$ cat config.mk
export PLATFORM = sky130hd
export DESIGN_NAME = i2c_reg_slave
export DESIGN_NICKNAME = d
export VERILOG_FILES = /design/src/rtl/i2c_reg_slave_pkg.sv /design/src/rtl/i2c_reg_slave_sync_edge.sv /design/src/rtl/i2c_reg_slave.sv
export SDC_FILE = /design/constraint.sdc
export NUM_CORES = 1
export LEC_CHECK = 0
export BUFFER_PORTS_ARGS = -buffer_cell sky130_fd_sc_hd__buf_2
export CORE_UTILIZATION = 50
export DETAILED_ROUTE_END_ITERATION = 10
export PLACE_DENSITY = 0.69
export SLEW_MARGIN = 30
export SYNTH_ARGS = -nofsm -noshare
export SYNTH_HDL_FRONTEND = slang
export SYNTH_SLANG_ARGS = --single-unit
$ cat constraint.sdc
create_clock -name clk -period 4.8 [get_ports clk]
set_input_delay 0.96 -clock clk [delete_from_list [all_inputs] [get_ports clk]]
set_output_delay 0.96 -clock clk [all_outputs]
set_load 0.02 [all_outputs]
$ cat src/rtl/i2c_reg_slave_pkg.sv
// ---------------------------------------------------------------------------
// i2c_reg_slave_pkg
// Shared definitions for the I2C register target: the protocol FSM state
// encoding and the meaning of the R/W bit that ends the address byte.
// ---------------------------------------------------------------------------
package i2c_reg_slave_pkg;

  typedef enum logic [3:0] {
    ST_IDLE,
    ST_ADDR,
    ST_ADDR_ACK,
    ST_REG,
    ST_REG_ACK,
    ST_WDATA,
    ST_WDATA_ACK,
    ST_RDATA,
    ST_RDATA_ACK,
    ST_WAIT_STOP
  } state_e;

  localparam logic RW_WRITE = 1'b0;
  localparam logic RW_READ  = 1'b1;

  // Bit counter value once a full byte has been clocked on SCL rises
  localparam logic [3:0] BYTE_BITS = 4'd8;

endpackage

$ cat src/rtl/i2c_reg_slave_sync_edge.sv
// ---------------------------------------------------------------------------
// i2c_sync_edge
// Brings the asynchronous SDA/SCL bus levels into the clk domain through
// two-flop synchronizers, keeps one extra delayed copy of each, and derives
// SCL edges plus START / STOP bus conditions from the synchronized copies.
//
// Ports
//   clk, reset       : system clock, asynchronous active-high reset
//   sda_in, scl_in   : raw bus line levels
//   sda_s            : synchronized SDA level
//   scl_rise/fall    : one-cycle pulses on synchronized SCL edges
//   start_det        : SDA fell while SCL high (START or repeated START)
//   stop_det         : SDA rose while SCL high (STOP)
// ---------------------------------------------------------------------------
module i2c_sync_edge (
  input  logic clk,
  input  logic reset,
  input  logic sda_in,
  input  logic scl_in,
  output logic sda_s,
  output logic scl_rise,
  output logic scl_fall,
  output logic start_det,
  output logic stop_det
);

  logic sda_p0_q, sda_p1_q, sda_p2_q;
  logic sda_p0_d, sda_p1_d, sda_p2_d;
  logic scl_p0_q, scl_p1_q, scl_p2_q;
  logic scl_p0_d, scl_p1_d, scl_p2_d;

  always_comb begin
    sda_p0_d = sda_in;
    sda_p1_d = sda_p0_q;
    sda_p2_d = sda_p1_q;
    scl_p0_d = scl_in;
    scl_p1_d = scl_p0_q;
    scl_p2_d = scl_p1_q;
  end

  // Reset to the idle bus level so leaving reset never fakes a condition
  always_ff @(posedge clk or posedge reset) begin
    if (reset) begin
      sda_p0_q <= 1'b1;
      sda_p1_q <= 1'b1;
      sda_p2_q <= 1'b1;
      scl_p0_q <= 1'b1;
      scl_p1_q <= 1'b1;
      scl_p2_q <= 1'b1;
    end else begin
      sda_p0_q <= sda_p0_d;
      sda_p1_q <= sda_p1_d;
      sda_p2_q <= sda_p2_d;
      scl_p0_q <= scl_p0_d;
      scl_p1_q <= scl_p1_d;
      scl_p2_q <= scl_p2_d;
    end
  end

  // _p1 is the synchronized level, _p2 the same level one cycle earlier
  assign sda_s     = sda_p1_q;
  assign scl_rise  = scl_p1_q & ~scl_p2_q;
  assign scl_fall  = ~scl_p1_q & scl_p2_q;
  assign start_det = scl_p1_q & scl_p2_q & sda_p2_q & ~sda_p1_q;
  assign stop_det  = scl_p1_q & scl_p2_q & ~sda_p2_q & sda_p1_q;

endmodule

$ cat src/rtl/i2c_reg_slave.sv
// ---------------------------------------------------------------------------
// i2c_reg_slave
// I2C target exposing a byte-addressed register space. A write transaction
// carries ADDR_BYTES pointer bytes then DATA_BYTES data bytes (MSB first) and
// ends in a single write_en strobe. A read transaction returns DATA_BYTES
// bytes from the pointer left by the last write. No clock stretching.
//
// Ports
//   clk, reset            : system clock, asynchronous active-high reset
//   open_drain            : 1 = open-drain SDA, 0 = push-pull SDA
//   chip_addr             : 7-bit bus address this target answers to
//   reg_addr              : register pointer (holds after STOP)
//   data_in               : register read data, 1-cycle synchronous latency
//   write_en, data_out    : one-cycle write strobe and its data
//   done                  : pulse at STOP ending an addressed transaction
//   busy                  : high from address match until STOP
//   sda_in, scl_in        : bus line levels
//   sda_out, sda_oen      : SDA value and active-low output enable
//   scl_out, scl_oen      : tied high (SCL never driven)
// ---------------------------------------------------------------------------
module i2c_reg_slave
  import i2c_reg_slave_pkg::*;
#(
  parameter int ADDR_BYTES = 1,
  parameter int DATA_BYTES = 1
) (
  input  logic                    clk,
  input  logic                    reset,
  input  logic                    open_drain,
  input  logic [6:0]              chip_addr,
  output logic [8*ADDR_BYTES-1:0] reg_addr,
  input  logic [8*DATA_BYTES-1:0] data_in,
  output logic                    write_en,
  output logic [8*DATA_BYTES-1:0] data_out,
  output logic                    done,
  output logic                    busy,
  input  logic                    sda_in,
  input  logic                    scl_in,
  output logic                    sda_out,
  output logic                    sda_oen,
  output logic                    scl_out,
  output logic                    scl_oen
);

  localparam int AW = 8 * ADDR_BYTES;
  localparam int DW = 8 * DATA_BYTES;

  logic sda_s, scl_rise, scl_fall, start_det, stop_det;

  i2c_sync_edge u_sync_edge (
    .clk       (clk),
    .reset     (reset),
    .sda_in    (sda_in),
    .scl_in    (scl_in),
    .sda_s     (sda_s),
    .scl_rise  (scl_rise),
    .scl_fall  (scl_fall),
    .start_det (start_det),
    .stop_det  (stop_det)
  );

  state_e        state_q, state_d;
  logic [3:0]    bit_cnt_q, bit_cnt_d;
  logic [7:0]    byte_cnt_q, byte_cnt_d;
  logic [7:0]    shreg_q, shreg_d;
  logic          rw_q, rw_d;
  logic          mack_q, mack_d;
  logic [AW-1:0] addr_acc_q, addr_acc_d;
  logic [DW-1:0] data_acc_q, data_acc_d;
  logic [DW-1:0] rd_sh_q, rd_sh_d;
  logic [AW-1:0] reg_addr_q, reg_addr_d;
  logic [DW-1:0] data_out_q, data_out_d;
  logic          write_en_q, write_en_d;
  logic          done_q, done_d;
  logic          busy_q, busy_d;
  logic          drive_q, drive_d;
  logic          sda_bit_q, sda_bit_d;

  logic          rx_state;
  logic          byte_end;
  logic          last_addr_byte;
  logic          last_data_byte;

  always_comb begin
    rx_state       = (state_q == ST_ADDR) || (state_q == ST_REG) ||
                     (state_q == ST_WDATA);
    byte_end       = scl_fall && (bit_cnt_q == BYTE_BITS);
    last_addr_byte = (byte_cnt_q == 8'(ADDR_BYTES - 1));
    last_data_byte = (byte_cnt_q == 8'(DATA_BYTES - 1));
  end

  always_comb begin
    state_d    = state_q;
    bit_cnt_d  = bit_cnt_q;
    byte_cnt_d = byte_cnt_q;
    shreg_d    = shreg_q;
    rw_d       = rw_q;
    mack_d     = mack_q;
    addr_acc_d = addr_acc_q;
    data_acc_d = data_acc_q;
    rd_sh_d    = rd_sh_q;
    reg_addr_d = reg_addr_q;
    data_out_d = data_out_q;
    write_en_d = 1'b0;
    done_d     = 1'b0;
    busy_d     = busy_q;
    drive_d    = drive_q;
    sda_bit_d  = sda_bit_q;

    // Bus conditions override whatever byte phase we think we are in
    if (start_det) begin
      state_d   = ST_ADDR;
      bit_cnt_d = 4'd0;
      drive_d   = 1'b0;
    end else if (stop_det) begin
      state_d   = ST_IDLE;
      drive_d   = 1'b0;
      done_d    = busy_q;
      busy_d    = 1'b0;
    end else begin
      if (rx_state && scl_rise) begin
        shreg_d   = {shreg_q[6:0], sda_s};
        bit_cnt_d = bit_cnt_q + 4'd1;
      end

      unique case (state_q)
        ST_ADDR: begin
          if (byte_end) begin
            bit_cnt_d = 4'd0;
            if (shreg_q[7:1] == chip_addr) begin
              state_d   = ST_ADDR_ACK;
              rw_d      = shreg_q[0];
              busy_d    = 1'b1;
              drive_d   = 1'b1;
              sda_bit_d = 1'b0;
            end else begin
              state_d   = ST_WAIT_STOP;
            end
          end
        end

        ST_ADDR_ACK: begin
          if (scl_fall) begin
            bit_cnt_d  = 4'd0;
            byte_cnt_d = 8'd0;
            if (rw_q == RW_READ) begin
              // data_in already reflects reg_addr, which has been stable
              // since well before the address byte finished
              rd_sh_d   = data_in;
              drive_d   = 1'b1;
              sda_bit_d = data_in[DW-1];
              state_d   = ST_RDATA;
            end else begin
              drive_d   = 1'b0;
              state_d   = ST_REG;
            end
          end
        end

        ST_REG: begin
          if (byte_end) begin
            bit_cnt_d  = 4'd0;
            addr_acc_d = (addr_acc_q << 8) | AW'(shreg_q);
            drive_d    = 1'b1;
            sda_bit_d  = 1'b0;
            state_d    = ST_REG_ACK;
          end
        end

        ST_REG_ACK: begin
          if (scl_fall) begin
            drive_d = 1'b0;
            if (last_addr_byte) begin
              reg_addr_d = addr_acc_q;
              byte_cnt_d = 8'd0;
              state_d    = ST_WDATA;
            end else begin
              byte_cnt_d = byte_cnt_q + 8'd1;
              state_d    = ST_REG;
            end
          end
        end

        ST_WDATA: begin
          if (byte_end) begin
            bit_cnt_d  = 4'd0;
            data_acc_d = (data_acc_q << 8) | DW'(shreg_q);
            drive_d    = 1'b1;
            sda_bit_d  = 1'b0;
            state_d    = ST_WDATA_ACK;
          end
        end

        ST_WDATA_ACK: begin
          if (scl_fall) begin
            drive_d = 1'b0;
            if (last_data_byte) begin
              write_en_d = 1'b1;
              data_out_d = data_acc_q;
              state_d    = ST_WAIT_STOP;
            end else begin
              byte_cnt_d = byte_cnt_q + 8'd1;
              state_d    = ST_WDATA;
            end
          end
        end

        ST_RDATA: begin
          if (scl_rise) begin
            bit_cnt_d = bit_cnt_q + 4'd1;
          end else if (scl_fall && (bit_cnt_q != 4'd0)) begin
            rd_sh_d = rd_sh_q << 1;
            if (bit_cnt_q == BYTE_BITS) begin
              // Master owns SDA for its ACK/NAK bit
              drive_d   = 1'b0;
              bit_cnt_d = 4'd0;
              state_d   = ST_RDATA_ACK;
            end else begin
              sda_bit_d = rd_sh_q[DW-2];
            end
          end
        end

        ST_RDATA_ACK: begin
          if (scl_rise) begin
            mack_d = ~sda_s;
          end else if (scl_fall) begin
            bit_cnt_d = 4'd0;
            if (last_data_byte || !mack_q) begin
              state_d = ST_WAIT_STOP;
            end else begin
              byte_cnt_d = byte_cnt_q + 8'd1;
              drive_d    = 1'b1;
              sda_bit_d  = rd_sh_q[DW-1];
              state_d    = ST_RDATA;
            end
          end
        end

        default: begin
          // IDLE and WAIT_STOP: SDA stays released, only bus conditions act
        end
      endcase
    end
  end

  always_ff @(posedge clk or posedge reset) begin
    if (reset) begin
      state_q    <= ST_IDLE;
      bit_cnt_q  <= 4'd0;
      byte_cnt_q <= 8'd0;
      shreg_q    <= 8'd0;
      rw_q       <= RW_WRITE;
      mack_q     <= 1'b0;
      addr_acc_q <= '0;
      data_acc_q <= '0;
      rd_sh_q    <= '0;
      reg_addr_q <= '0;
      data_out_q <= '0;
      write_en_q <= 1'b0;
      done_q     <= 1'b0;
      busy_q     <= 1'b0;
      drive_q    <= 1'b0;
      sda_bit_q  <= 1'b0;
    end else begin
      state_q    <= state_d;
      bit_cnt_q  <= bit_cnt_d;
      byte_cnt_q <= byte_cnt_d;
      shreg_q    <= shreg_d;
      rw_q       <= rw_d;
      mack_q     <= mack_d;
      addr_acc_q <= addr_acc_d;
      data_acc_q <= data_acc_d;
      rd_sh_q    <= rd_sh_d;
      reg_addr_q <= reg_addr_d;
      data_out_q <= data_out_d;
      write_en_q <= write_en_d;
      done_q     <= done_d;
      busy_q     <= busy_d;
      drive_q    <= drive_d;
      sda_bit_q  <= sda_bit_d;
    end
  end

  // Open-drain can only pull low, so a '1' bit becomes a release;
  // push-pull enables the driver for the whole slave-owned bit
  assign sda_oen  = open_drain ? ~(drive_q & ~sda_bit_q) : ~drive_q;
  assign sda_out  = open_drain ? 1'b0 : (drive_q & sda_bit_q);
  assign scl_out  = 1'b1;
  assign scl_oen  = 1'b1;

  assign reg_addr = reg_addr_q;
  assign data_out = data_out_q;
  assign write_en = write_en_q;
  assign done     = done_q;
  assign busy     = busy_q;

endmodule

==> flow_summary.json <==
{
  "synth_top_family_by_area": "compound AO/OA/AOI/OAI gates",
  "clock_latency_ns": 0.35,
  "drv_slew": 0,
  "gp_congestion": 0.8432,
  "synth-simple-area-share": 0.1499,
  "overflow": 0,
  "synth-xor-area-share": 0.02141,
  "synth_compound_area_frac": 0.1578,
  "max_slew_margin": 0.3769,
  "core_region_area_um2": 7807,
  "p_per_area_nw_per_um2": 430.6,
  "holdCritPathClass": "register to register",
  "cts_hold_buf": 0,
  "synth_cell_types": 69,
  "layout.nets": 426,
  "setup_viol": 0,
  "wire_per_inst_um": 16.36,
  "worst-path-max-fanout": 29,
  "antenna_found_initial": 0,
  "io_pins": 43,
  "syn2layout_area_growth_pct": 10.25,
  "drt_first_iter_violations": 312,
  "drive_above_1_share": 0.2931,
  "period_needed_ns": 2.624,
  "synthMuxAreaShare": 0.1520,
  "ys_ff_latch": 77,
  "synth_adder_area_share": 0.01224,
  "wl_um": 8312,
  "syn_inst": 366,
  "ys.flop_type": "dfrtp_1",
  "cts_num_sinks": 77,
  "post-place-ws_ns": 2.028,
  "startpoint": "state_q[2]$_DFFE_PP0P_",
  "dieArea_um2": 8546,
  "die_y_um": 92.45,
  "track_usage": 0.2105,
  "io_buffers": 40,
  "vias_per_cell": 5.846,
  "ctsResizeCount": 0,
  "max_slew.worst_pin.slew_ns": 0.9347,
  "postRouteAntennaNets": 0,
  "final_hold_viol_count": 0,
  "grt_pass1_vias": 2819,
  "ir_drop_mv": 0.1975,
  "rsz0062_at_grt": "no",
  "cts_tree": "yes",
  "skew_ns": 0.008323,
  "cts.path.max_buffers": 2,
  "finish.utilization": 0.5776,
  "timing.rr.start": "state_q[2]$_DFFE_PP0P_",
  "tns_ns": 0,
  "maxCapViolCount": 0,
  "postCtsSetupRepairBufs": 0,
  "synth_edf_count": 0,
  "grt_max_degree": 49,
  "rows": 32,
  "initial_core_util": 0.5239,
  "arrival_ns": 2.85,
  "fp.dieW_um": 92.45,
  "path_class": "register to register",
  "hold_slack_ns": 0.3573,
  "worstPathRequired_ns": 5.03,
  "path_clk_slew_ns": 0.08,
  "num_antenna_cells": 0,
  "cts_root_buffer": "clkbuf_8",
  "drt_pass1_iterations": 4,
  "cts_made_buffers": 9,
  "ff2ff_path_depth": 5,
  "yosysSeqAreaShare": 0.4729,
  "grt_first_pass_wirelength_um": 13950,
  "ys.warnings.count": 0,
  "vias": 2970,
  "dp_hpwl_um": 5943,
  "netlist_area_um2": 4090,
  "fin_crit_sh": 0.5466,
  "total_power_mw": 1.942,
  "cp-end-kind": "register",
  "status": "completed",
  "fmax_ghz": 0.3812,
  "r2r_slack_ns": 2.18,
  "start_kind": "register",
  "final.setup.worst_slack_ns": 2.176,
  "regToRegEndpoint": "rd_sh_q[5]$_DFFE_PP0P_",
  "route.detailed.drc": 0,
  "endpoint": "rd_sh_q[5]$_DFFE_PP0P_",
  "async_flop_share": 1.000,
  "htree_levels": 3,
  "leakagePower_nw": 2.120,
  "synth.avg_cell_area_um2": 11.18
}
## per-layer routing
| metal | GRT usage | up-vias | routed length (um) |
|---|---|---|---|
| met1 | 0.3031 | 1442 | 3979 |
| li1 | - | 1427 | - |
| met5 | 0 | - | 0 |
| met3 | 0.03038 | 14 | 381 |
| met4 | 0.08984 | 0 | 139 |
| met2 | 0.3167 | 87 | 3812 |
## where the power goes
part	leakage (nW)	internal [mW]	switching (mW)
clock network	0.0813	0.184	0.242
logic	1.04	0.253	0.298
registers	0.999	0.760	0.205
## final cells by class
cell class                      count  area [um2]
Fill cell                         689        3298
Multi-Input combinational cell    261        2026
Sequential cell                    77        1934
Timing Repair Buffer               42       215.2
Tap cell                          102       127.6
Clock buffer                        9       123.9
Inverter                           11       43.79
Clock inverter                      6       38.79
## cells by family (layout without fill, tap and decap cells)
logic type	Yosys count	in the layout
simple gates	104	104
xor+xnor	10	10
compound gates	90	90
flops	77	77
mux	51	51
buf+inv	29	68
fa+ha+maj	4	4
other cells	1	2
## synth_stat cells (all sizes together) (2+ instances only)
library cell | n | area share
and3 | 5 | 0.0076
a211oi | 2 | 0.0037
nand3 | 15 | 0.024
nand2 | 27 | 0.025
a211o | 2 | 0.0043
dfstp | 6 | 0.039
nor4 | 2 | 0.0061
nor3 | 8 | 0.013
inv | 11 | 0.010
nand3b | 2 | 0.0037
o211ai | 2 | 0.0037
o21a | 2 | 0.0037
nor2b | 8 | 0.012
buf | 15 | 0.020
xnor2 | 2 | 0.0043
clkbuf | 3 | 0.0028
o2bb2ai | 3 | 0.0064
mux2i | 10 | 0.024
or4b | 4 | 0.012
a21o | 3 | 0.0055
a21boi | 2 | 0.0037
o221ai | 2 | 0.0043
a21oi | 15 | 0.018
a22o | 5 | 0.011
a221oi | 3 | 0.0064
mux2 | 41 | 0.13
a32oi | 3 | 0.0064
a22oi | 2 | 0.0037
nand2b | 5 | 0.0076
dfrtp | 71 | 0.43
nor2 | 18 | 0.018
ha | 4 | 0.012
o21ai | 23 | 0.028
o31ai | 3 | 0.0055
a31oi | 3 | 0.0046
nand4 | 2 | 0.0031
xor2 | 8 | 0.017
o22ai | 3 | 0.0061
## worst min path at each step
stage               cells past startpoint                      startpoint                        endpoint  slack (ns)
finish                                  0  u_sync_edge.sda_p0_q$_DFF_PP1_     u_sync_edge.sda_s$_DFF_PP1_        0.36
global route                            0  u_sync_edge.sda_p0_q$_DFF_PP1_     u_sync_edge.sda_s$_DFF_PP1_        0.36
global placement                        0  u_sync_edge.sda_p0_q$_DFF_PP1_     u_sync_edge.sda_s$_DFF_PP1_        0.35
floorplan                               0  u_sync_edge.scl_p0_q$_DFF_PP1_  u_sync_edge.scl_p1_q$_DFF_PP1_        0.35
CTS                                     0  u_sync_edge.sda_p0_q$_DFF_PP1_     u_sync_edge.sda_s$_DFF_PP1_        0.36
detailed placement                      0  u_sync_edge.sda_p0_q$_DFF_PP1_     u_sync_edge.sda_s$_DFF_PP1_        0.35
## worst max-delay path, stage by stage (launching register included)
cell and delay [ns]:
dfrtp_1 0.96, and4b_1 0.75, a22oi_1 0.20, o211ai_1 0.20, clkbuf_4 0.27, o21ai_0 0.11
## flip-flops by register name (all words and copies together), names as in the netlist, 4 cells and up
| signal | flops |
|---|---|
| shreg_q | 8 |
| reg_addr | 8 |
| rd_sh_q | 8 |
| bit_cnt_q | 4 |
| addr_acc_q | 8 |
| data_out | 8 |
| state_q | 4 |
| byte_cnt_q | 8 |
| data_acc_q | 8 |
## through the flow
step / area, um2 / std cells
after floorplan: 4094 / 367
after global placement: 4337 / 492
after detailed placement: 4339 / 492
after CTS: 4502 / 507
after global routing: 4509 / 508
final: 4509 / 508
## cells in the final DEF (no fill, tap or decap), drive strengths merged, types with 10 or more instances in the layout
cell type  instances
mux2              41
nand2             27
mux2i             10
clkbuf            10
nand3             15
inv               12
a21oi             15
dfrtp             71
nor2              18
o21ai             23
buf               41
Power figures use the tool's default switching activity.
